## config.mk

```make
export PLATFORM = sky130hd
export DESIGN_NAME = fifo_wr_arbiter
export DESIGN_NICKNAME = d
export VERILOG_FILES = /design/src/rtl/fifo_wr_arbiter.sv
export SDC_FILE = /design/constraint.sdc
export NUM_CORES = 1
export LEC_CHECK = 0
export CAP_MARGIN = 10
export CORE_MARGIN = 8
export CORE_UTILIZATION = 38
export CTS_BUF_LIST = sky130_fd_sc_hd__clkbuf_16
export DETAILED_ROUTE_END_ITERATION = 10
export PLACE_DENSITY = 0.88
export SYNTH_ARGS = -nofsm -noshare
export SYNTH_HDL_FRONTEND = slang
export SYNTH_SLANG_ARGS = --single-unit
```

## constraint.sdc

```tcl
create_clock -name clk -period 3.4 [get_ports clk]
set_input_delay 0.68 -clock clk [delete_from_list [all_inputs] [get_ports clk]]
set_output_delay 0.68 -clock clk [all_outputs]
set_load 0.05 [all_outputs]
```

## src/rtl/fifo_wr_arbiter.sv

```systemverilog
// Round-robin arbiter sharing one FIFO write port among NUM_REQ producers.
// A grant is held for a whole packet (or MAX_BURST beats) so packets never interleave.
module fifo_wr_arbiter #(
    parameter int unsigned NUM_REQ   = 4,
    parameter int unsigned WIDTH     = 8,
    parameter int unsigned MAX_BURST = 16
) (
    input  logic                       clk,
    input  logic                       rst,
    input  logic [NUM_REQ-1:0]         req_valid,
    input  logic [NUM_REQ*WIDTH-1:0]   req_data,
    input  logic [NUM_REQ-1:0]         req_last,
    output logic [NUM_REQ-1:0]         req_ready,
    output logic                       fifo_wr_en,
    output logic [WIDTH-1:0]           fifo_din,
    input  logic                       fifo_full,
    output logic [$clog2(NUM_REQ)-1:0] grant_id,
    output logic                       busy
);

    localparam int unsigned GW = $clog2(NUM_REQ);
    localparam int unsigned CW = $clog2(MAX_BURST + 1);

    typedef enum logic {IDLE, GRANT} state_t;

    state_t        state, state_nxt;
    logic [GW-1:0] last_grant, last_grant_nxt;
    logic [GW-1:0] grant_nxt;
    logic [CW-1:0] beat_cnt, beat_cnt_nxt;
    logic          found;
    logic [GW-1:0] pick;
    int            idx;

    always_ff @(posedge clk) begin
        if (rst) begin
            state      <= IDLE;
            grant_id   <= '0;
            last_grant <= GW'(NUM_REQ - 1);
            beat_cnt   <= '0;
            busy       <= 1'b0;
        end else begin
            state      <= state_nxt;
            grant_id   <= grant_nxt;
            last_grant <= last_grant_nxt;
            beat_cnt   <= beat_cnt_nxt;
            busy       <= (state_nxt == GRANT);
        end
    end

    // Next state plus the combinational data path through to the FIFO.
    always_comb begin
        state_nxt      = state;
        grant_nxt      = grant_id;
        last_grant_nxt = last_grant;
        beat_cnt_nxt   = beat_cnt;
        req_ready      = '0;
        fifo_wr_en     = 1'b0;
        fifo_din       = '0;
        found          = 1'b0;
        pick           = '0;
        idx            = 0;

        case (state)
            IDLE: begin
                // Scan from the producer after the last grantee.
                for (int k = 1; k <= int'(NUM_REQ); k++) begin
                    idx = (int'(last_grant) + k) % int'(NUM_REQ);
                    if (!found && req_valid[idx]) begin
                        found = 1'b1;
                        pick  = GW'(idx);
                    end
                end
                if (found) begin
                    grant_nxt    = pick;
                    beat_cnt_nxt = '0;
                    state_nxt    = GRANT;
                end
            end
            GRANT: begin
                req_ready[grant_id] = !fifo_full;
                fifo_wr_en          = req_valid[grant_id] && !fifo_full;
                if (fifo_wr_en) begin
                    fifo_din     = req_data[int'(grant_id)*WIDTH +: WIDTH];
                    beat_cnt_nxt = beat_cnt + CW'(1);
                    if (req_last[grant_id] || beat_cnt == CW'(MAX_BURST - 1)) begin
                        last_grant_nxt = grant_id;
                        beat_cnt_nxt   = '0;
                        state_nxt      = IDLE;
                    end
                end
            end
            default: state_nxt = IDLE;
        endcase

        // Nothing may be accepted or written in a reset cycle.
        if (rst) begin
            req_ready  = '0;
            fifo_wr_en = 1'b0;
            fifo_din   = '0;
        end
    end

endmodule

```

==> results.py, run 1 <==
metrics = {
    "status": {
        "status": "complete, no violations",
    },
    "route": {
        "routedWlPerCell_um": 18.27,
        "vias_per_cell": 5.793,
        "drt-initial-drc-count": 26,
        "dr_wl_met3_um": 165,
        "drtAntennaViolNets": 0,
        "wl_met2_mm": 1.713,
        "highest_layer": "met4",
        "drtPass1Iterations": 4,
        "vias": 1037,
        "finalWirelength_mm": 3.270,
        "drc_errors": 0,
        "wl_met1_mm": 1.327,
    },
    "placement": {
        "dp.cells": 175,
        "gp_congestion": 0.7888,
        "place_ws_ps": 493.4,
        "io_buffers": 58,
        "dp_hpwl_mm": 2.672,
    },
    "timing": {
        "fmax_mhz": 343.0,
        "min_period_ps": 2916,
        "hold_violations": 0,
        "slew_headroom_pct": 57.90,
        "clock_skew_ps": 1.422,
        "fin_crit_sh_pct": 85.76,
        "setup_viol": 0,
        "drv_slew": 0,
        "setup-tns-final_ps": 0,
        "worst_slew_pin_slew_ps": 630.6,
        "rsz0062_at_grt": "no",
        "setup_slack_ps": 484.3,
    },
    "global_route": {
        "grt_max_degree": 17,
        "grt_pass1_wl_mm": 5.257,
        "grt_antenna_before_repair": 0,
        "gr-total-overflow": 0,
        "grt_pass1_vias": 1086,
        "grtUsageTotal_pct": 15.39,
    },
    "worst_hold_path": {
        "hp-class": "flip-flop to flip-flop",
        "hp-start": "beat_cnt[4]$_SDFFE_PP0P_",
        "holdPathEnd": "beat_cnt[4]$_SDFFE_PP0P_",
        "hold_depth": 1,
    },
    "finish": {
        "syn2layout_area_growth_pct": 90.55,
        "most-common-layout-cells": "clkdlybuf4s50_1, buf_12, and3_1, nor2_1, dfxtp_1",
        "final_common_cell": "clkdlybuf4s50_1",
        "final_cells": 179,
        "nets": 197,
        "insertedDiodeCount": 0,
        "drive_gt1_share_pct": 17.88,
    },
    "yosys": {
        "netlist_area_um2": 887.1,
        "yosys_warnings": 0,
        "ys_seq_area_share_pct": 22.57,
        "synth_seq_cells": 10,
        "postSynthAreaPerCell_um2": 9.642,
        "ys_types": 32,
        "syn-num-nets": 137,
        "synthCells": 92,
    },
    "worst_setup_path": {
        "reg2regPathDepth": 5,
        "cp.required_ps": 2720,
        "max_stage_delay_ps": 650,
        "r2r-start": "grant_id[0]$_SDFFE_PP0P_",
        "r2r_end": "beat_cnt[2]$_SDFFE_PP0P_",
        "path_cells": "clkdlybuf4s50_1 > mux4_2 > and3_1 > buf_12",
        "critPathMaxFanout": 13,
        "critPathCaptureType": "output pin",
        "reg2reg_slack_ps": 1370,
        "start_kind": "primary input",
        "arrival_ps": 2240,
        "critPathSlowestCell": "mux4_2",
        "criticalPathCategory": "primary input to output pin",
    },
    "floorplanning": {
        "io_pins": 59,
        "die_height_um": 64.32,
        "die_w_um": 64.32,
        "coreArea_um2": 2212,
        "initial_core_util_pct": 40.10,
        "die_area_um2": 4136,
        "fp-row-count": 17,
    },
    "cts": {
        "cts-resized-gates": 0,
        "post_cts_buffers": 0,
        "cts_htree_levels": 1,
        "clockRootBuffer": "clkbuf_16",
        "clock_latency_ps": 230,
        "cts_tree": "built",
        "cts_hold_buf": 0,
        "path_clk_slew_ps": 40,
        "cts_max_path_buffers": 2,
        "cts-buffers-inserted": 3,
        "cts.sink_count": 10,
    },
    "power": {
        "ir_worst_vdd_v": 0.0004772,
        "power_density_nw_per_um2": 301.7,
        "p_leak_nw": 0.6603,
    },
    "run": {
        "maxCapViolCount": 0,
    },
}
-- registers in the layout, summed over array words and instances (netlist names) --
register and count:
beat_cnt 5, grant_id 2, last_grant 2, state 1
-- cells in the mapped netlist (all sizes together) --
master | instances | area share [%]
o21ai | 4 | 2.3
nand3 | 3 | 1.7
o22ai | 1 | 0.71
o32a | 1 | 1.1
and3 | 11 | 7.8
a311oi | 2 | 2.0
clkbuf | 4 | 1.7
inv | 5 | 2.1
nand2 | 6 | 2.5
nor2b | 1 | 0.71
dfxtp | 10 | 23
a221oi | 1 | 1.7
or4 | 1 | 0.85
nand3b | 1 | 0.85
a21oi | 1 | 0.56
nand2b | 1 | 0.71
a211oi | 2 | 1.7
nor3b | 3 | 2.5
mux2i | 2 | 2.3
nor2 | 11 | 5.5
ha | 2 | 2.8
o2bb2ai | 1 | 0.99
o211ai | 2 | 1.7
nor4 | 1 | 0.71
nand4bb | 1 | 1.3
nand4 | 1 | 0.71
a32o | 1 | 1.1
buf | 2 | 1.8
mux4 | 10 | 27
-- final cells by class --
type                            instances  area [um2]
Inverter                                5       18.77
Clock inverter                          1       3.754
Multi-Input combinational cell         71       636.9
Timing Repair Buffer                   61       720.7
Sequential cell                        10       200.2
Clock buffer                            3       75.07
Fill cell                             154       521.8
Tap cell                               28       35.03
-- worst max path at each step --
| stage | from | end | slack, ps | depth (start not counted) |
|---|---|---|---|---|
| after floorplan | state$_SDFF_PP0_ | req_ready[0] | 270 | 3 |
| after global placement | req_valid[3] | fifo_din[7] | 540 | 4 |
| after detailed placement | req_valid[3] | fifo_din[3] | 490 | 4 |
| after CTS | req_valid[3] | fifo_din[3] | 490 | 4 |
| after global routing | req_valid[0] | fifo_din[6] | 420 | 4 |
| final | req_valid[3] | fifo_din[3] | 480 | 4 |
-- metal layers --
metal  track usage, %  vias up
li1                 -      483
met1            17.12      500
met2            28.07       48
met3            4.181        6
met4            3.815        0
met5                0        -
-- stage by stage --
stage	area (um2)	utilization (%)	power [mW]	hold WS [ps]
after floorplan	887.1	-	0.2213	432.3
after global placement	1612	72.85	0.3014	445.1
after detailed placement	1612	72.85	0.3072	482.2
after CTS	1690	76.41	0.5107	491.8
after global routing	1690	76.41	0.5329	506.7
final	1690	76.41	0.5100	489.0
-- where the power goes --
part           internal (mW)  leakage [nW]  total (mW)  switching (mW)
Clock                  0.154        0.0385       0.204          0.0500
Combinational         0.0995         0.540       0.173          0.0734
Sequential             0.123        0.0815       0.133          0.0109
Total                  0.376         0.660       0.510           0.134
-- critical path, delay by kind of cell --
family / cells / cell delay (ps)
muxes: 1 / 650
buffers and inverters: 2 / 640
and+or+nand+nor: 1 / 260
-- kinds of logic (layout without fill, tap and decap cells) --
group	Yosys count	after routing	share of synthesized area (%)
AOI/OAI and AO/OA	16	16	13.82
and+or+nand+nor	41	41	25.81
buffers and inverters	11	70	5.641
adders and majority gates	2	2	2.820
muxes	12	12	29.34
DFF	10	10	22.57
No activity file was read; power rests on OpenSTA's default activity.
==> run 2: changes to the inputs <==
--- a/config.mk
+++ b/config.mk
@@ -6,6 +6,7 @@
 export NUM_CORES = 1
 export LEC_CHECK = 0
 export CAP_MARGIN = 10
+export CORE_ASPECT_RATIO = 1.75
 export CORE_MARGIN = 8
 export CORE_UTILIZATION = 38
 export CTS_BUF_LIST = sky130_fd_sc_hd__clkbuf_16
@@ -14,3 +15,4 @@
 export SYNTH_ARGS = -nofsm -noshare
 export SYNTH_HDL_FRONTEND = slang
 export SYNTH_SLANG_ARGS = --single-unit
+export TNS_END_PERCENT = 20
==> run 2 against run 1 <==
Sequential share of layout area hardly changed. Final cell count is 1.7% lower. Utilization is 1.3 points lower. Critical path depth stayed put. Clock skew is 2.8 ps higher. Combinational power hardly changed. Critical endpoint is now fifo_din[7]. Highest routed layer unchanged.
==> results.py, run 2 (synthesized netlist as in run 1, its figures left out) <==
metrics = {
    "status": {
        "status": "complete, no violations",
    },
    "finish": {
        "final_common_cell": "clkdlybuf4s50_1",
        "nets": 197,
        "syn2layout_area_growth_pct": 90.13,
        "top_register": "beat_cnt",
        "drive_gt1_share_pct": 17.88,
        "insertedDiodeCount": 0,
        "top_regs": "beat_cnt (5), grant_id (2), last_grant (2)",
        "final_cells": 176,
        "most-common-layout-cells": "clkdlybuf4s50_1, buf_12, and3_1, nor2_1, dfxtp_1",
        "largest_reg_flops": 5,
    },
    "worst_setup_path": {
        "critPathMaxFanout": 13,
        "cp.required_ps": 2720,
        "worst-path-buf-inv": 2,
        "reg2reg_slack_ps": 1450,
        "start_kind": "primary input",
        "path_cells": "clkdlybuf4s50_1 > mux4_2 > and3_1 > buf_12",
        "max_stage_delay_ps": 650,
        "arrival_ps": 2270,
        "criticalPathCategory": "primary input to output pin",
        "critPathSlowestCell": "mux4_2",
        "critPathTopFamily": "buffers and inverters",
        "critPathCaptureType": "output pin",
    },
    "timing": {
        "whs_ps": 463.2,
        "setup_slack_ps": 445.4,
        "fin_crit_sh_pct": 86.90,
        "rsz0062_at_grt": "no",
        "worst_slew_pin_slew_ps": 617.2,
        "drv_slew": 0,
        "min_period_ps": 2955,
        "setup_viol": 0,
        "fmax_mhz": 338.5,
        "hold_violations": 0,
        "clock_skew_ps": 4.253,
        "slew_headroom_pct": 58.48,
        "setup-tns-final_ps": 0,
    },
    "global_route": {
        "grt_pass1_wl_mm": 5.382,
        "grt_pass1_vias": 1123,
        "grt_max_degree": 17,
        "grt_antenna_before_repair": 0,
        "gr-total-overflow": 0,
        "grtUsageTotal_pct": 16.79,
    },
    "cts": {
        "cts-resized-gates": 0,
        "clockRootBuffer": "clkbuf_16",
        "cts_tree": "built",
        "cts_htree_levels": 1,
        "cts.sink_count": 10,
        "post_cts_buffers": 0,
        "cts-buffers-inserted": 3,
        "cts_max_path_buffers": 2,
        "clock_latency_ps": 240,
        "path_clk_slew_ps": 40,
        "cts_hold_buf": 0,
    },
    "power": {
        "combPwrFrac_pct": 33.8,
        "totalPowerFinal_mw": 0.5188,
        "switching_power_mw": 0.1425,
        "p_leak_nw": 0.6603,
        "power_density_nw_per_um2": 307.6,
        "p_clk_share_pct": 40.5,
        "seqPwrFrac_pct": 25.7,
        "p_sw_share_pct": 27.46,
        "ir_worst_vdd_v": 0.0003324,
        "intPower_mw": 0.3763,
    },
    "placement": {
        "gp_congestion": 0.7834,
        "place_ws_ps": 474.1,
        "dp_hpwl_mm": 2.740,
        "dp.cells": 172,
        "io_buffers": 58,
    },
    "floorplanning": {
        "die_height_um": 79.92,
        "io_pins": 59,
        "coreArea_um2": 2245,
        "initial_core_util_pct": 39.52,
        "fp-row-count": 23,
        "die_w_um": 52.53,
        "die_area_um2": 4198,
    },
    "route": {
        "drtAntennaViolNets": 0,
        "drt-initial-drc-count": 47,
        "vias": 1061,
        "drc_errors": 0,
        "drtPass1Iterations": 6,
        "routedWlPerCell_um": 19.69,
        "finalWirelength_mm": 3.466,
        "vias_per_cell": 6.028,
    },
    "run": {
        "maxCapViolCount": 0,
    },
    "worst_hold_path": {
        "hp-class": "flip-flop to flip-flop",
    },
}
run 2: cell counts in the layout (fill, tap and decap cells not counted):
No cell type changed its count.
run 2: path summary, 6_finish.rpt:
kind / to / start / cells past startpoint
setup / recovery: fifo_din[7] / req_valid[2] / 4
hold / removal: beat_cnt[4]$_SDFFE_PP0P_ / beat_cnt[4]$_SDFFE_PP0P_ / 1
setup reg to reg: last_grant[0]$_SDFFE_PP1P_ / grant_id[1]$_SDFFE_PP0P_ / 4
hold reg to reg: beat_cnt[4]$_SDFFE_PP0P_ / beat_cnt[4]$_SDFFE_PP0P_ / 1
run 2: final cells by class:
cell class                      count  area, um2
Multi-Input combinational cell     71      636.9
Inverter                            5      18.77
Timing Repair Buffer               61      720.7
Tap cell                           25      31.28
Fill cell                         158      558.0
Sequential cell                    10      200.2
Clock buffer                        3      75.07
Clock inverter                      1      3.754
run 2: per-layer routing:
layer | wire length [um] | share of wire (%) | vias up | track usage (%)
met5 | 0 | 0 | - | 0
met4 | 140 | 4.0 | 0 | 6.771
met3 | 263 | 7.6 | 20 | 3.918
met2 | 2006 | 58 | 67 | 33.17
met1 | 1056 | 30 | 490 | 14.86
li1 | - | - | 484 | -
run 2: through the flow:
step	area, um2	util (%)
2_1_floorplan	887.1	-
3_3_place_gp	1608	71.63
3_5_place_dp	1608	71.63
4_1_cts	1687	75.14
5_1_grt	1687	75.14
6_report	1687	75.14
run 2: power groups by stage:
stage               logic (mW)  clock network, mW  registers, mW
finish                   0.176              0.210          0.133
global route             0.184              0.219          0.135
CTS                      0.176              0.209          0.133
detailed placement       0.174                  0          0.135
global placement         0.167                  0          0.135
floorplan               0.0823                  0          0.139
